$ cat src/rtl/fetch_stage.sv
// rtl/fetch_stage.sv - instruction fetch stage: PC, imem req/ack reads, IF/ID register, stall skid and branch flush
module fetch_stage #(
  parameter int                      PC_WIDTH    = 8,
  parameter int                      INSTR_WIDTH = 16,
  parameter logic [PC_WIDTH-1:0]     RESET_PC    = '0,
  parameter logic [INSTR_WIDTH-1:0]  NOP_INSTR   = '0
) (
  input  logic                   clk,
  input  logic                   rst_n,
  input  logic                   stall,
  input  logic                   flush,
  input  logic [PC_WIDTH-1:0]    branch_target,
  output logic                   imem_req,
  output logic [PC_WIDTH-1:0]    imem_addr,
  input  logic [INSTR_WIDTH-1:0] imem_rdata,
  input  logic                   imem_ack,
  output logic [INSTR_WIDTH-1:0] instr_out,
  output logic [PC_WIDTH-1:0]    pc_out,
  output logic                   instr_valid
);

  // FULL means the skid holds one word; skid occupancy is the state itself
  typedef enum logic [1:0] {
    IDLE = 2'd0,
    REQ  = 2'd1,
    FULL = 2'd2
  } state_t;

  state_t                 state;
  state_t                 state_nxt;
  logic [PC_WIDTH-1:0]    pc;
  logic [INSTR_WIDTH-1:0] skid_data;
  logic [PC_WIDTH-1:0]    skid_addr;
  // set when a flush lands while a read is outstanding; the late ack is dropped
  logic                   discard;

  assign imem_req = (state == REQ);

  // state register
  always_ff @(posedge clk) begin
    if (!rst_n) begin
      state <= IDLE;
    end else begin
      state <= state_nxt;
    end
  end

  // next-state: an ack under stall parks the word in the skid, flush always returns to REQ
  always_comb begin
    state_nxt = state;
    case (state)
      IDLE: state_nxt = REQ;
      REQ: begin
        if (imem_ack && !flush && !discard && stall) begin
          state_nxt = FULL;
        end
      end
      FULL: begin
        if (flush || !stall) begin
          state_nxt = REQ;
        end
      end
      default: state_nxt = IDLE;
    endcase
  end

  // PC, request address, skid and IF/ID register updates
  always_ff @(posedge clk) begin
    if (!rst_n) begin
      pc          <= RESET_PC;
      imem_addr   <= '0;
      instr_out   <= NOP_INSTR;
      pc_out      <= '0;
      instr_valid <= 1'b0;
      skid_data   <= NOP_INSTR;
      skid_addr   <= '0;
      discard     <= 1'b0;
    end else begin
      case (state)
        IDLE: begin
          if (flush) begin
            pc          <= branch_target;
            imem_addr   <= branch_target;
            instr_out   <= NOP_INSTR;
            instr_valid <= 1'b0;
          end else begin
            imem_addr <= pc;
          end
        end
        REQ: begin
          if (flush) begin
            instr_out   <= NOP_INSTR;
            instr_valid <= 1'b0;
            pc          <= branch_target;
            if (imem_ack) begin
              // the returning word is from the wrong path; restart at the target now
              imem_addr <= branch_target;
              discard   <= 1'b0;
            end else begin
              // address must stay put until the outstanding read completes
              discard <= 1'b1;
            end
          end else if (imem_ack) begin
            if (discard) begin
              discard   <= 1'b0;
              imem_addr <= pc;
            end else if (stall) begin
              skid_data <= imem_rdata;
              skid_addr <= imem_addr;
              pc        <= pc + 1'b1;
            end else begin
              instr_out   <= imem_rdata;
              pc_out      <= imem_addr;
              instr_valid <= 1'b1;
              pc          <= pc + 1'b1;
              imem_addr   <= pc + 1'b1;
            end
          end
        end
        FULL: begin
          if (flush) begin
            instr_out   <= NOP_INSTR;
            instr_valid <= 1'b0;
            pc          <= branch_target;
            imem_addr   <= branch_target;
          end else if (!stall) begin
            instr_out   <= skid_data;
            pc_out      <= skid_addr;
            instr_valid <= 1'b1;
            imem_addr   <= pc;
          end
        end
        default: begin
          discard <= 1'b0;
        end
      endcase
    end
  end

endmodule

$ cat config.mk
export PLATFORM = sky130hd
export DESIGN_NAME = fetch_stage
export DESIGN_NICKNAME = d
export VERILOG_FILES = /design/src/rtl/fetch_stage.sv
export SDC_FILE = /design/constraint.sdc
export NUM_CORES = 1
export LEC_CHECK = 0
export ABC_CLOCK_PERIOD_IN_PS = 2350
export BUFFER_PORTS_ARGS = -buffer_cell sky130_fd_sc_hd__buf_2
export CAP_MARGIN = 20
export CORE_AREA = 2 2 93 95
export CTS_BUF_LIST = sky130_fd_sc_hd__clkbuf_8
export DETAILED_ROUTE_END_ITERATION = 8
export DIE_AREA = 0 0 95 97
export GPL_TIMING_DRIVEN = 0
export PLACE_DENSITY = 0.65
export SYNTH_ARGS = -nofsm -noshare
export SYNTH_HDL_FRONTEND = slang
export SYNTH_SLANG_ARGS = --single-unit
$ cat constraint.sdc
create_clock -name clk -period 2.35 [get_ports clk]
set_clock_uncertainty 0.2 [all_clocks]
set_input_delay 0.1175 -clock clk [delete_from_list [all_inputs] [get_ports clk]]
set_output_delay 0.1175 -clock clk [all_outputs]
set_load 0.005 [all_outputs]
* Word level (Yosys, flattened, before mapping)
Index checks and enable logic that the tools add are counted.
Word-level totals: memories kept 0, memory bits (read-only) 0, output and inout port bits 34, flip-flop bits (word level) 68, logic and storage cells 91, RAM bits 0, latch bits 0
Operators by class: bitwise gates (word level) 3, eq/ne operators 16, multiply operators 0, shift operators 0, reductions and logical operators 20, multiplexer cells 42, divide/modulo/power cells 0, $add $sub $neg 1, $lt $le $gt $ge 0
Operators by type and width (number):
- $mux 8 | 17
- $mux 16 | 7
- $pmux 16 s3 | 1
- $pmux 8 s2 | 2
- $pmux 8 s3 | 1
- $ne 2x2->1 const B | 7
- $mux 1 | 9
- $ne 3x3->1 const B | 3
- $add 8x1->8 const B | 1
- $reduce_and 4->1 | 2
- $reduce_and 7->1 | 1
- $pmux 2 s3 | 1
- $reduce_and 6->1 | 1
- $reduce_and 5->1 | 1
- $mux 2 | 2
- $ne 2x1->1 const B | 2
- $ne 4x3->1 const B | 1
- $reduce_and 2->1 | 2
- $reduce_bool 2->1 | 2
- $logic_and 1x1->1 | 3
- $logic_not 1->1 | 3
- $ne 3x2->1 const B | 1
- $not 1->1 | 3
- $pmux 1 s3 | 1
- other kinds (8) | 8

* Logic depth before layout (Yosys ltp)
Gate-level depths: netlist (run 1).
word-level depth 6, depth in mapped cells 8, gate-level depth less buffers 6

* Least setup slack after synthesis (run 1)
OpenSTA, ideal clock, no wires.
kind register -> register, start reg state[1], end reg pc_out[0], cell stages (with the launch flop) 8, period minus slack after synthesis 1.923 ns, slack 0.427 ns, arrival 1.582 ns, path buffers 1, setup time 0.142 ns, path through dfxtp_1 -> inv_1 -> ha_1 -> o21a_1 -> nor2_1 -> and2_4 -> buf_6 -> a211oi_2
On the way: longest elaborated chain between the ends 3, elaborated cells on any way between the ends 11, classes of those cells 8 x eq/ne; 1 x mux; 2 x reduce/logical
RTL lines:
- start, declared | RTL line 29 | state_t state;
- start signal, assigned | RTL line 44 | state <= state_nxt;
- $eq 2x1->1 (*)
- via imem_req | RTL line 13 | output logic imem_req,
- $ne 2x2->1 (no line) (tied with other cells)
- $reduce_and 7->1 (no line)
- end signal, assigned | RTL line 113 | pc_out <= imem_addr;
- end signal, assigned | RTL line 128 | pc_out <= skid_addr;
- end, declared | RTL line 18 | output logic [PC_WIDTH-1:0] pc_out,
The timed path passes the listed nets; every way through them passes the cells marked *. A chain may end at the register's enable or synchronous reset.

* Worst setup path after layout (run 1)
start reg state[1], end reg imem_addr[2]
On the way: longest elaborated chain between the ends 3, elaborated cells on any way between the ends 9, classes of those cells 5 x eq/ne; 1 x mux; 3 x reduce/logical
RTL lines:
- $eq 2x1->1 (tied with other cells) | RTL line 79 | case (state)
- $ne 4x3->1 (no line) (tied with other cells)
- $reduce_and 4->1 (no line)
- end signal, assigned | RTL line 83 | imem_addr <= branch_target;
- end signal, assigned | RTL line 87 | imem_addr <= pc;
- end signal, assigned | RTL line 97 | imem_addr <= branch_target;
- end, declared | RTL line 14 | output logic [PC_WIDTH-1:0] imem_addr,
Parallel ways exist; a longest one is shown, timed or not.

==> key figures, run 1 <==
STA
  • Min cycle time layout: between 2 and 2.5 ns
  • RSZ-0062 raised after global routing: false
  • Setup-failing EPs final: 0
  • Final setup TNS: 0 ns
  • WHS: -0.00351 ns
  • Slew Limit Fails: 0
  • Final hold violation count: 1
  • Slew @ Worst Pin: 0.822 ns
  • Fmax: 453 MHz
  • Post-route clock period utilization: 93.9%
  • Slew headroom: 45.2%

Clocking
  • CTS Sinks: between 60 and 70
  • Clk buf depth: 2
  • Postcts setup bufs: 0
  • H-tree Lvls: 3
  • CTS Buf Count: 9
  • Worst-Skew Late Latency: 0.36 ns
  • CTS tree: yes
  • CTS clk-pin slew, worst paths: 0.08 ns
  • Root Buffer: clkbuf_8

Synth
  • Synthesized instance count: 405
  • Main area contributors after synthesis: dfxtp_1, nand2_1, mux2i_1
  • Sequential share of the synthesized area: 39.6%
  • Syn Area/Cell: 8.49 um^2
  • Synthesized area: 0.00344 mm^2
  • Count leader, synth: nand2_1
  • Post-synth top area cell: dfxtp_1
  • #FFs+latches synth: 68
  • Ys Warns: 0
  • Synth top area share: 39.6%
  • Mapped Nets: 440
  • Ys async rst share: 0%
  • Count of different cell masters after synthesis: 57
  • Synth top cells by count: nand2_1, dfxtp_1, a21oi_1
  • Most used DFF post-synth: dfxtp_1
  • Number of enable flip-flop cells after synthesis: 0

Detailed routing
  • Pre-Repair DR Iteration Count: 4
  • Wirelength per Cell: 16.0 um
  • Final wirelength: 9710 um
  • Routed via count: 3262
  • Routed vias/inst: 5.37
  • Post-DRT Antenna Nets: 0
  • Post-route DRC: 0
  • Starting DRT DRC Count: 233

Worst setup path
  • Reg-to-Reg End: imem_addr[2]
  • Crit path DAT: 2.24 ns
  • Critical path class: reg -> reg
  • R2R setup slack: about 0.14 ns
  • Slowest stage delay, CP: 0.46 ns
  • Crit. Startpoint: state[1]
  • Worst Setup End Kind: flip-flop
  • Cell Chain, Critical Path: inv_1, ha_1, clkbuf_1, nand3b_1, xnor2_1, o2111ai_1, o21ai_1
  • Startpoint types: flip-flop
  • CP max FO: 10
  • Critical Path End: imem_addr[2]
  • WP data required: 2.38 ns
  • CP max-delay cell: clkbuf_1
  • Reg2Reg Launch Point: state[1]
  • Reg2reg path depth: 7

Floorplan
  • Initial core utilization: a little over two fifths
  • Chip Width: 95 um
  • Die Area: 0.00922 mm^2
  • # rows: 33
  • Die height: 97 um
  • I/O Pins: 63
  • Core area: around 0.0081 mm^2

Layout
  • Layout cells sized above 1: between 20% and 30%
  • Finished Core Util: 52.8%
  • Nets@finish: 534
  • Fillers: 782
  • Area Growth Syn to Fin: 24.8%
  • Antenna diode count: 0

Global route
  • Initial antenna violation count: 0
  • Grt ovf: 0
  • Global-route wire length before repair: 15700 um
  • Tot GR Track Use: 21.9%
  • Vias in the first global route: 3145
  • Largest net degree at the start of global routing: 11

Placement
  • I/O Buffers: 62
  • Hpwl dp: 6890 um
  • RD Place Congestion: 0.875

Outcome
  • Status: complete, but fails checks
  • Failing checks: hold timing

Hold path
  • Min-delay worst type: in -> reg

Power and ir drop
  • Switching pwr: 0.00160 W
  • Clock share of power: 21.7%
  • Flop pwr share: 35.4%
  • Cell Pwr Density: between 900 and 1000 mW/mm^2
  • VDD IR max: 0.000414 V
  • Sw Ratio: 38.4%
  • Internal Power: about 0.0026 W
  • Leak Pwr: 1.74 nW
  • Comb pwr share: between 40% and 50%

Flow run
  • Number of max-cap violations: 0
## layout by cell type, fill, tap and decap left out, drive strengths merged, types with 12 or more instances in the layout
cell type    instances
a22o                17
a21oi               42
o21ai               13
mux2i               26
a211oi              12
dfxtp               68
nand2               91
dlygate4sd3         22
clkbuf              29
buf                 75
## power groups by stage
stage	combinational [W]	clock, W	sequential (W)
detailed placement	0.00173	0	0.00149
finish	0.00179	0.000900	0.00147
global placement	0.00171	0	0.00149
CTS	0.00177	0.000925	0.00147
global route	0.00195	0.000973	0.00149
floorplan	0.00125	0	0.00148
## critical path, delay by kind of cell (launching register included)
kind                       cells  cell delay (ns)
and+or+nand+nor                1             0.19
AOI/OAI and AO/OA              2             0.29
buffers and inverters          2             0.57
xor gates and xnor gates       1             0.16
adders and majority gates      1             0.32
DFF                            1             0.34
## stage by stage
step	setup WS (ns)	instances	total power, W	instance area (um^2)
6_report	0.143	607	0.00416	4290
5_1_grt	0.00864	607	0.00442	4290
4_1_cts	0.0251	608	0.00417	4280
3_5_place_dp	0.000816	572	0.00323	3880
3_3_place_gp	0.0668	572	0.00320	3880
2_1_floorplan	0.427	405	0.00273	3440
## registers in the layout (all words and copies together) (netlist names)
| register | flops |
|---|---|
| discard | 1 |
| imem_addr | 8 |
| instr_out | 16 |
| instr_valid | 1 |
| pc | 8 |
| pc_out | 8 |
| skid_addr | 8 |
| skid_data | 16 |
| state | 2 |
## kinds of logic (layout without fill, tap and decap cells)
group           Yosys count  count (layout)  share of synthesized area [%]
xor+xnor                  3               3                          0.764
mux                      27              27                           7.89
flops                    68              68                           39.6
simple gates            150             150                           20.0
compound gates          115             115                           24.3
buf+inv                  36             133                           5.24
fa+ha+maj                 6               6                           2.18
## metal layers
metal  part of all wire, %  GRT usage, %
met1                    46          29.0
met2                    47          34.3
met3                   5.2          4.98
met4                   1.6          9.03
met5                     0             0
## timing repair
action                                 in CTS  in global routing
hold buffers                               22                  0
gates cloned                                0                  0
endpoints found under the hold margin      36                  0
gates resized for setup                     1                  8
setup endpoints to repair                   1                 25
## worst min path at each step
stage                     slack, ns        startpoint            to  cells past startpoint
after floorplan                0.03          imem_ack       discard                      1
after global placement         0.18     imem_rdata[7]  skid_data[7]                      3
after detailed placement       0.18     imem_rdata[7]  skid_data[7]                      3
after CTS                    0.0003  branch_target[2]         pc[2]                      4
after global routing           0.04  branch_target[2]         pc[2]                      4
final                        -0.004  branch_target[2]         pc[2]                      4
## layout make-up
class	count	area (um^2)	area share [%]
clock buffers	12	165	3.85
inverters	5	18.8	0.437
multi-input cells	301	1910	44.6
clock inverters	2	11.3	0.262
flip-flops and latches	68	1360	31.7
repair buffers	84	531	12.4
well taps	105	131	3.06
plain buffers	30	161	3.76
Note: power is estimated with default switching activity, not from simulation.
==> run 2, diff against run 1 <==
--- a/config.mk
+++ b/config.mk
@@ -8,12 +8,12 @@
 export ABC_CLOCK_PERIOD_IN_PS = 2350
 export BUFFER_PORTS_ARGS = -buffer_cell sky130_fd_sc_hd__buf_2
 export CAP_MARGIN = 20
-export CORE_AREA = 2 2 93 95
+export CORE_AREA = 2 2 91 93
 export CTS_BUF_LIST = sky130_fd_sc_hd__clkbuf_8
 export DETAILED_ROUTE_END_ITERATION = 8
-export DIE_AREA = 0 0 95 97
+export DIE_AREA = 0 0 93 95
 export GPL_TIMING_DRIVEN = 0
-export PLACE_DENSITY = 0.65
+export PLACE_DENSITY = 0.67
 export SYNTH_ARGS = -nofsm -noshare
 export SYNTH_HDL_FRONTEND = slang
 export SYNTH_SLANG_ARGS = --single-unit
==> run 2 against run 1 <==
The flow now finishes without violations. Worst setup slack better by 0.040 ns. Design area is 0.32% higher. Routed wire length decreased by 1.2%. Non-clock buffer count stayed put. Clock-buffer cell count shrank 1. Die area down 4.1%. Via count increased by 1.7%. Maximum frequency increased by 1.9%. Critical endpoint is now pc[7]. Largest cell class unchanged.
==> key figures, run 2 (synthesized netlist as in run 1, its figures left out) <==
Power and ir drop
  • Flop pwr share: 34.9% (was 35.4%)
  • Total power: 0.00422 W (was 0.00416 W)
  • Leak Pwr: 1.75 nW (was 1.74 nW)
  • Cell Pwr Density: 980 mW/mm^2 (was 969 mW/mm^2)
  • VDD IR max: 0.000433 V (was 0.000414 V)
  • Sw Ratio: 37.4% (was 38.4%)
  • Clock share of power: 22.8% (was 21.7%)
  • Internal Power: 0.00264 W (was 0.00256 W)
  • Switching pwr: 0.00158 W (was 0.00160 W)
  • Comb pwr share: 42.3% (was 43.0%)

Worst setup path
  • Delay-heaviest family, CP: simple AND/OR/NAND/NOR gates (was buffers and inverters)
  • Startpoint types: flip-flop (unchanged)
  • Crit path buf inv count: 2 (unchanged)
  • Slowest stage delay, CP: 0.42 ns (was 0.46 ns)
  • Crit path DAT: 2.26 ns (was 2.24 ns)
  • CP max-delay cell: dfxtp_1 (was clkbuf_1)
  • Worst Setup End Kind: flip-flop (unchanged)
  • Cell Chain, Critical Path: inv_1, ha_1, buf_2, nor2_2, nand3_1, o31ai_1, a41o_1 (was inv_1, ha_1, clkbuf_1, nand3b_1, xnor2_1, o2111ai_1, o21ai_1)
  • WP data required: 2.44 ns (was 2.38 ns)
  • Critical path class: reg -> reg (unchanged)
  • CP max FO: 10 (unchanged)

Layout
  • Largest regs: instr_out (16), skid_data (16) (unchanged)
  • Nets@finish: 534 (unchanged)
  • Layout cells sized above 1: 21.3% (unchanged)
  • Most frequent cells in the layout: nand2_1, buf_2, dfxtp_1, a21oi_1, mux2i_1 (unchanged)
  • Most common cell after layout, fill and taps aside: nand2_1 (unchanged)
  • Area Growth Syn to Fin: 25.2% (was 24.8%)
  • Antenna diode count: 0 (unchanged)

Detailed routing
  • Final wirelength: 9590 um (was 9710 um)
  • Post-route DRC: 0 (unchanged)
  • Routed via count: 3317 (was 3262)
  • Routed vias/inst: 5.46 (was 5.37)
  • Starting DRT DRC Count: 253 (was 233)
  • Post-DRT Antenna Nets: 0 (unchanged)
  • Pre-Repair DR Iteration Count: 6 (was 4)
  • Wirelength per Cell: 15.8 um (was 16.0 um)

Placement
  • I/O Buffers: 62 (unchanged)
  • Hpwl dp: 6810 um (was 6890 um)
  • RD Place Congestion: 0.870 (was 0.875)

Clocking
  • Worst-Skew Late Latency: 0.34 ns (was 0.36 ns)
  • CTS tree: yes (unchanged)
  • CTS Buf Count: 9 (unchanged)
  • Postcts setup bufs: 0 (unchanged)
  • Root Buffer: clkbuf_8 (unchanged)
  • H-tree Lvls: 3 (unchanged)
  • CTS clk-pin slew, worst paths: 0.08 ns (about the same)
  • Clk buf depth: 2 (unchanged)
  • CTS Sinks: 68 (unchanged)

Floorplan
  • Core area: 0.00793 mm^2 (was 0.00813 mm^2)
  • Initial core utilization: 43.4% (was 42.3%)
  • # rows: 33 (unchanged)
  • Die height: 95 um (was 97 um)
  • Die Area: 0.00884 mm^2 (was 0.00922 mm^2)
  • Chip Width: 93 um (was 95 um)
  • I/O Pins: 63 (unchanged)

Hold path
  • Min-delay worst type: in -> reg (unchanged)

STA
  • Post-route clock period utilization: 92.2% (was 93.9%)
  • Slew Limit Fails: 0 (unchanged)
  • RSZ-0062 raised after global routing: false (unchanged)
  • Slew @ Worst Pin: 0.774 ns (was 0.822 ns)
  • Final setup TNS: 0 ns (unchanged)
  • Final hold violation count: 0 (was 1)
  • Min cycle time layout: 2.17 ns (was 2.21 ns)
  • Fmax: 462 MHz (was 453 MHz)
  • Setup-failing EPs final: 0 (unchanged)
  • Slew headroom: 48.4% (was 45.2%)

Flow run
  • Number of max-cap violations: 0 (unchanged)

Global route
  • Global-route wire length before repair: 15300 um (was 15700 um)
  • Largest net degree at the start of global routing: 11 (unchanged)
  • Initial antenna violation count: 0 (unchanged)
  • Tot GR Track Use: 22.1% (was 21.9%)
  • Grt ovf: 0 (unchanged)
  • Vias in the first global route: 3041 (was 3145)

Outcome
  • Status: complete, no violations (was complete, but fails checks)
run 2: cell count changes in the layout (fill, tap and decap cells not counted), sizes merged:
cell      before  now
clkbuf        29   28
clkinv         0    1
clkinvlp       1    0
bufinv         0    1
run 2: tightest hold or removal path: cells and delay by family:
family | cells | cell delay (ns)
compound gates | 1 | 0.07
simple gates | 2 | 0.25
buf+inv | 1 | 0.07
run 2: power groups by stage:
stage                     Sequential [W]  Combinational [W]  Clock (W)
after CTS                        0.00147            0.00177   0.000983
after floorplan                  0.00148            0.00125          0
after detailed placement         0.00150            0.00173          0
final                            0.00147            0.00179   0.000960
after global placement           0.00149            0.00172          0
after global routing             0.00150            0.00195    0.00103
run 2: layout make-up:
| type | instances | area, um^2 |
|---|---|---|
| repair buffers | 84 | 531 |
| multi-input cells | 301 | 1910 |
| clock inverters | 3 | 38.8 |
| clock buffers | 11 | 151 |
| inverters | 5 | 18.8 |
| fillers | 778 | 3620 |
| well taps | 105 | 131 |
| flip-flops and latches | 68 | 1360 |
| plain buffers | 30 | 161 |
run 2: metal layers:
metal | global-route usage [%] | vias to the layer above | wire, um
li1 | - | 1635 | -
met2 | 36.4 | 113 | 4550
met1 | 29.1 | 1558 | 4290
met4 | 6.86 | 0 | 119
met3 | 4.71 | 11 | 639
met5 | 0 | - | 0
run 2: repair_timing:
item,in CTS,in global routing
endpoints found under the setup margin,0,22
hold endpoints to repair,31,0
hold buffers,22,0
gates resized for setup,0,10
run 2: worst paths after layout:
path / startpoint / depth (start not counted) / to / slack, ns
max: state[0] / 7 / pc[7] / 0.18
max reg2reg: state[0] / 7 / pc[7] / 0.18
min reg2reg: skid_data[2] / 2 / skid_data[2] / 0.25
min: branch_target[2] / 4 / pc[2] / 0.02
run 2: per-stage QoR:
step                utilization [%]  cell area [um^2]  hold slack, ns  setup WS [ns]  instances
floorplan                         -              3440          0.0291          0.427        405
global placement               49.0              3880           0.177         0.0657        572
detailed placement             49.0              3880           0.181         0.0447        572
CTS                            54.1              4290          0.0139         0.0324        608
global route                   54.3              4310          0.0595         0.0191        607
finish                         54.3              4310          0.0186          0.183        607
==> run 3, diff against run 2 <==
--- a/config.mk
+++ b/config.mk
@@ -5,15 +5,18 @@
 export SDC_FILE = /design/constraint.sdc
 export NUM_CORES = 1
 export LEC_CHECK = 0
+export ABC_AREA = 1
 export ABC_CLOCK_PERIOD_IN_PS = 2350
 export BUFFER_PORTS_ARGS = -buffer_cell sky130_fd_sc_hd__buf_2
 export CAP_MARGIN = 20
-export CORE_AREA = 2 2 91 93
+export CORE_AREA = 2 2 94 96
 export CTS_BUF_LIST = sky130_fd_sc_hd__clkbuf_8
 export DETAILED_ROUTE_END_ITERATION = 8
-export DIE_AREA = 0 0 93 95
+export DIE_AREA = 0 0 96 98
 export GPL_TIMING_DRIVEN = 0
+export MAX_ROUTING_LAYER = met4
 export PLACE_DENSITY = 0.67
+export SKIP_CTS_REPAIR_TIMING = 1
 export SYNTH_ARGS = -nofsm -noshare
 export SYNTH_HDL_FRONTEND = slang
 export SYNTH_SLANG_ARGS = --single-unit
==> run 3 against run 2 <==
The flow now finishes with violations (hold timing). Critical path depth rose by 4. Area after synthesis up 6.1%. Routed wire length rose by 4.6%. Via count is 14% higher. Power up 24%. Synthesized cell count grew 38%. Cell count is 26% higher. Design area rose by 4.7%. Maximum frequency is 1.7% higher. Register-to-register slack gained 0.04 ns. Non-clock buffer count fell by 4. Largest cell class unchanged. Hold slack got worse by 0.041 ns. Critical endpoint is now imem_addr[3].
==> key figures, run 3 <==
Clocking
  • CTS Sinks: 68 (unchanged)
  • Worst-Skew Late Latency: 0.36 ns (was 0.34 ns)
  • H-tree Lvls: 3 (unchanged)
  • CTS clk-pin slew, worst paths: 0.08 ns (about the same)
  • Root Buffer: clkbuf_8 (unchanged)
  • CTS Buf Count: 9 (unchanged)
  • Clk buf depth: 2 (unchanged)
  • CTS tree: yes (unchanged)

STA
  • RSZ-0062 raised after global routing: false (unchanged)
  • Min cycle time layout: 2.13 ns (was 2.17 ns)
  • Slew headroom: 65.2% (was 48.4%)
  • Slew @ Worst Pin: 0.522 ns (was 0.774 ns)
  • Setup-failing EPs final: 0 (unchanged)
  • Fin worst setup slack: 0.220 ns (was 0.183 ns)
  • Post-route clock period utilization: 90.6% (was 92.2%)
  • Slew Limit Fails: 0 (unchanged)
  • WHS: -0.0224 ns (was 0.0186 ns)
  • Final setup TNS: 0 ns (unchanged)
  • Fmax: 470 MHz (was 462 MHz)
  • Final hold violation count: 12 (was 0)

Power and ir drop
  • Clock share of power: 19.8% (was 22.8%)
  • Internal Power: 0.00299 W (was 0.00264 W)
  • Cell Pwr Density: 1160 mW/mm^2 (was 980 mW/mm^2)
  • VDD IR max: 0.000480 V (was 0.000433 V)
  • Total power: 0.00522 W (was 0.00422 W)
  • Leak Pwr: 2.18 nW (was 1.75 nW)
  • Switching pwr: 0.00224 W (was 0.00158 W)
  • Flop pwr share: 32.5% (was 34.9%)
  • Comb pwr share: 47.7% (was 42.3%)
  • Sw Ratio: 42.8% (was 37.4%)

Synth
  • Largest family of logic cells by synthesized area: simple AND/OR/NAND/NOR gates (was compound AO/OA/AOI/OAI gates)
  • Synth Area in Compound Gates: 15.7% (was 24.3%)
  • Synthesized instance count: 559 (was 405)
  • Ys async rst share: 0% (unchanged)
  • Adder-Cell Fraction of Synth Area: 2.06% (was 2.18%)
  • Mapped Nets: 594 (was 440)
  • Ys Warns: 0 (unchanged)
  • Main area contributors after synthesis: dfxtp_1, nand2_1, nor2_1 (was dfxtp_1, nand2_1, mux2i_1)
  • Most used DFF post-synth: dfxtp_1 (unchanged)
  • #FFs+latches synth: 68 (unchanged)
  • Synth Area in Simple Gates: 34.6% (was 20.0%)
  • Synth top area share: 37.3% (was 39.6%)
  • Sequential share of the synthesized area: 37.3% (was 39.6%)
  • Syn Area/Cell: 6.53 um^2 (was 8.49 um^2)
  • Post-synth top area cell: dfxtp_1 (unchanged)
  • Multiplexer share of the synthesized area: 0.549% (was 7.89%)
  • Count leader, synth: nand2_1 (unchanged)
  • Count of different cell masters after synthesis: 25 (was 57)
  • XOR/XNOR Fraction of Synth Area: 0% (was 0.764%)
  • Synth top cells by count: nand2_1, nor2_1, dfxtp_1 (was nand2_1, dfxtp_1, a21oi_1)
  • Number of enable flip-flop cells after synthesis: 0 (unchanged)
  • Synthesized area: 0.00365 mm^2 (was 0.00344 mm^2)

Layout
  • Fillers: 843 (was 778)
  • Area Growth Syn to Fin: 23.6% (was 25.2%)
  • Most frequent cells in the layout: nand2_1, nor2_1, dfxtp_1, buf_2, a21oi_1 (was nand2_1, buf_2, dfxtp_1, a21oi_1, mux2i_1)
  • Non-filler cells, final: 765 (was 607)
  • Most common cell after layout, fill and taps aside: nand2_1 (unchanged)
  • Layout cells sized above 1: 19.2% (was 21.3%)
  • Area of the multi-input gates: 0.00193 mm^2 (was 0.00191 mm^2)
  • Antenna diode count: 0 (unchanged)
  • Sequential cell area: 0.00136 mm^2 (unchanged)
  • Nets@finish: 687 (was 534)
  • Largest regs: instr_out (16), skid_data (16) (unchanged)

Placement
  • Hpwl dp: 7180 um (was 6810 um)
  • Dpl cells: 728 (was 572)
  • Placement Setup Slack: 0.116 ns (was 0.0447 ns)
  • I/O Buffers: 61 (was 62)
  • RD Place Congestion: 0.875 (was 0.870)

Outcome
  • Failing checks: hold timing
  • Status: complete, but fails checks (was complete, no violations)

Floorplan
  • Die Area: 0.00941 mm^2 (was 0.00884 mm^2)
  • Chip Width: 96 um (was 93 um)
  • Core area: 0.00847 mm^2 (was 0.00793 mm^2)
  • I/O Pins: 63 (unchanged)
  • Die height: 98 um (was 95 um)
  • Initial core utilization: 43.1% (was 43.4%)
  • # rows: 34 (was 33)

Detailed routing
  • Wirelength per Cell: 13.1 um (was 15.8 um)
  • Routed via count: 3784 (was 3317)
  • Final wirelength: 10000 um (was 9590 um)
  • Post-route DRC: 0 (unchanged)
  • Routed vias/inst: 4.95 (was 5.46)
  • Post-DRT Antenna Nets: 0 (unchanged)
  • Pre-Repair DR Iteration Count: 5 (was 6)
  • Starting DRT DRC Count: 172 (was 253)

Worst setup path
  • Critical path class: reg -> reg (unchanged)
  • Worst Setup End Kind: flip-flop (unchanged)
  • Startpoint types: flip-flop (unchanged)
  • WP data required: 2.41 ns (was 2.44 ns)
  • Crit path DAT: 2.19 ns (was 2.26 ns)
  • CP max FO: 10 (unchanged)

Global route
  • Initial antenna violation count: 0 (unchanged)
  • Global-route wire length before repair: 16300 um (was 15300 um)
  • Vias in the first global route: 3430 (was 3041)
  • Grt ovf: 0 (unchanged)
  • Largest net degree at the start of global routing: 14 (was 11)
  • Tot GR Track Use: 22.5% (was 22.1%)

Hold path
  • Min-delay worst type: in -> reg (unchanged)

Flow run
  • Number of max-cap violations: 0 (unchanged)
[run 3: changes by cell type in the layout (fill, tap and decap cells not counted), sizes merged, moves of 7 or more]
cell,change
nand2,+62
clkbuf,-11
nor2,+93
a21oi,+13
a22o,-17
a211oi,-12
nand3,+28
inv,+40
nand2b,-7
o21ai,+42
mux2i,-24
buf,+7
[run 3: layout make-up]
class,count,area share (%)
plain buffers,28,4.33
clock buffers,10,3.05
clock inverters,6,1.55
inverters,44,3.66
multi-input cells,419,42.8
flip-flops and latches,68,30.2
well taps,108,3.00
repair buffers,82,11.4
[run 3: power groups by stage]
| stage | registers [W] | clock network (W) | logic (W) |
|---|---|---|---|
| after floorplan | 0.00172 | 0 | 0.00175 |
| after global placement | 0.00171 | 0 | 0.00242 |
| after detailed placement | 0.00172 | 0 | 0.00245 |
| after CTS | 0.00169 | 0.00106 | 0.00247 |
| after global routing | 0.00174 | 0.00111 | 0.00284 |
| final | 0.00169 | 0.00104 | 0.00249 |
[run 3: final timing paths]
path | startpoint | endpoint | slack (ns) | depth (start not counted)
min reg2reg | skid_data[0] | skid_data[0] | 0.25 | 2
min | branch_target[2] | imem_addr[2] | -0.02 | 5
max reg2reg | state[1] | imem_addr[3] | 0.22 | 11
max | state[1] | imem_addr[3] | 0.22 | 11
[run 3: per-layer routing]
layer  routed length (um)  global-route usage, %  up-vias
li1                     -                      -     1971
met1                 4820                   30.6     1692
met2                 4550                   33.5      103
met3                  471                   4.24       18
met4                  183                   7.58        0
met5                    0                      -        -
[run 3: critical path, stage by stage, from the launching register on]
cell and delay [ns]:
dfxtp_1 0.37, inv_1 0.10, ha_1 0.22, buf_6 0.16
nand2_1 0.25, inv_1 0.15, nand2_1 0.24, nand2_1 0.08
o21ai_0 0.09, nand2_1 0.07, nand2_1 0.06, inv_1 0.03
[run 3: logic make-up (layout without fill, tap and decap cells)]
group | after synthesis | in the layout
adders and majority gates | 6 | 6
buffers and inverters | 72 | 170
and+or+nand+nor | 300 | 300
DFF | 68 | 68
muxes | 2 | 2
AOI/OAI and AO/OA | 111 | 111
[run 3: metrics by stage]
step           instance area, um^2  util, %
2_1_floorplan                 3650        -
3_3_place_gp                  4090     48.3
3_5_place_dp                  4090     48.3
4_1_cts                       4300     50.8
5_1_grt                       4510     53.3
6_report                      4510     53.3
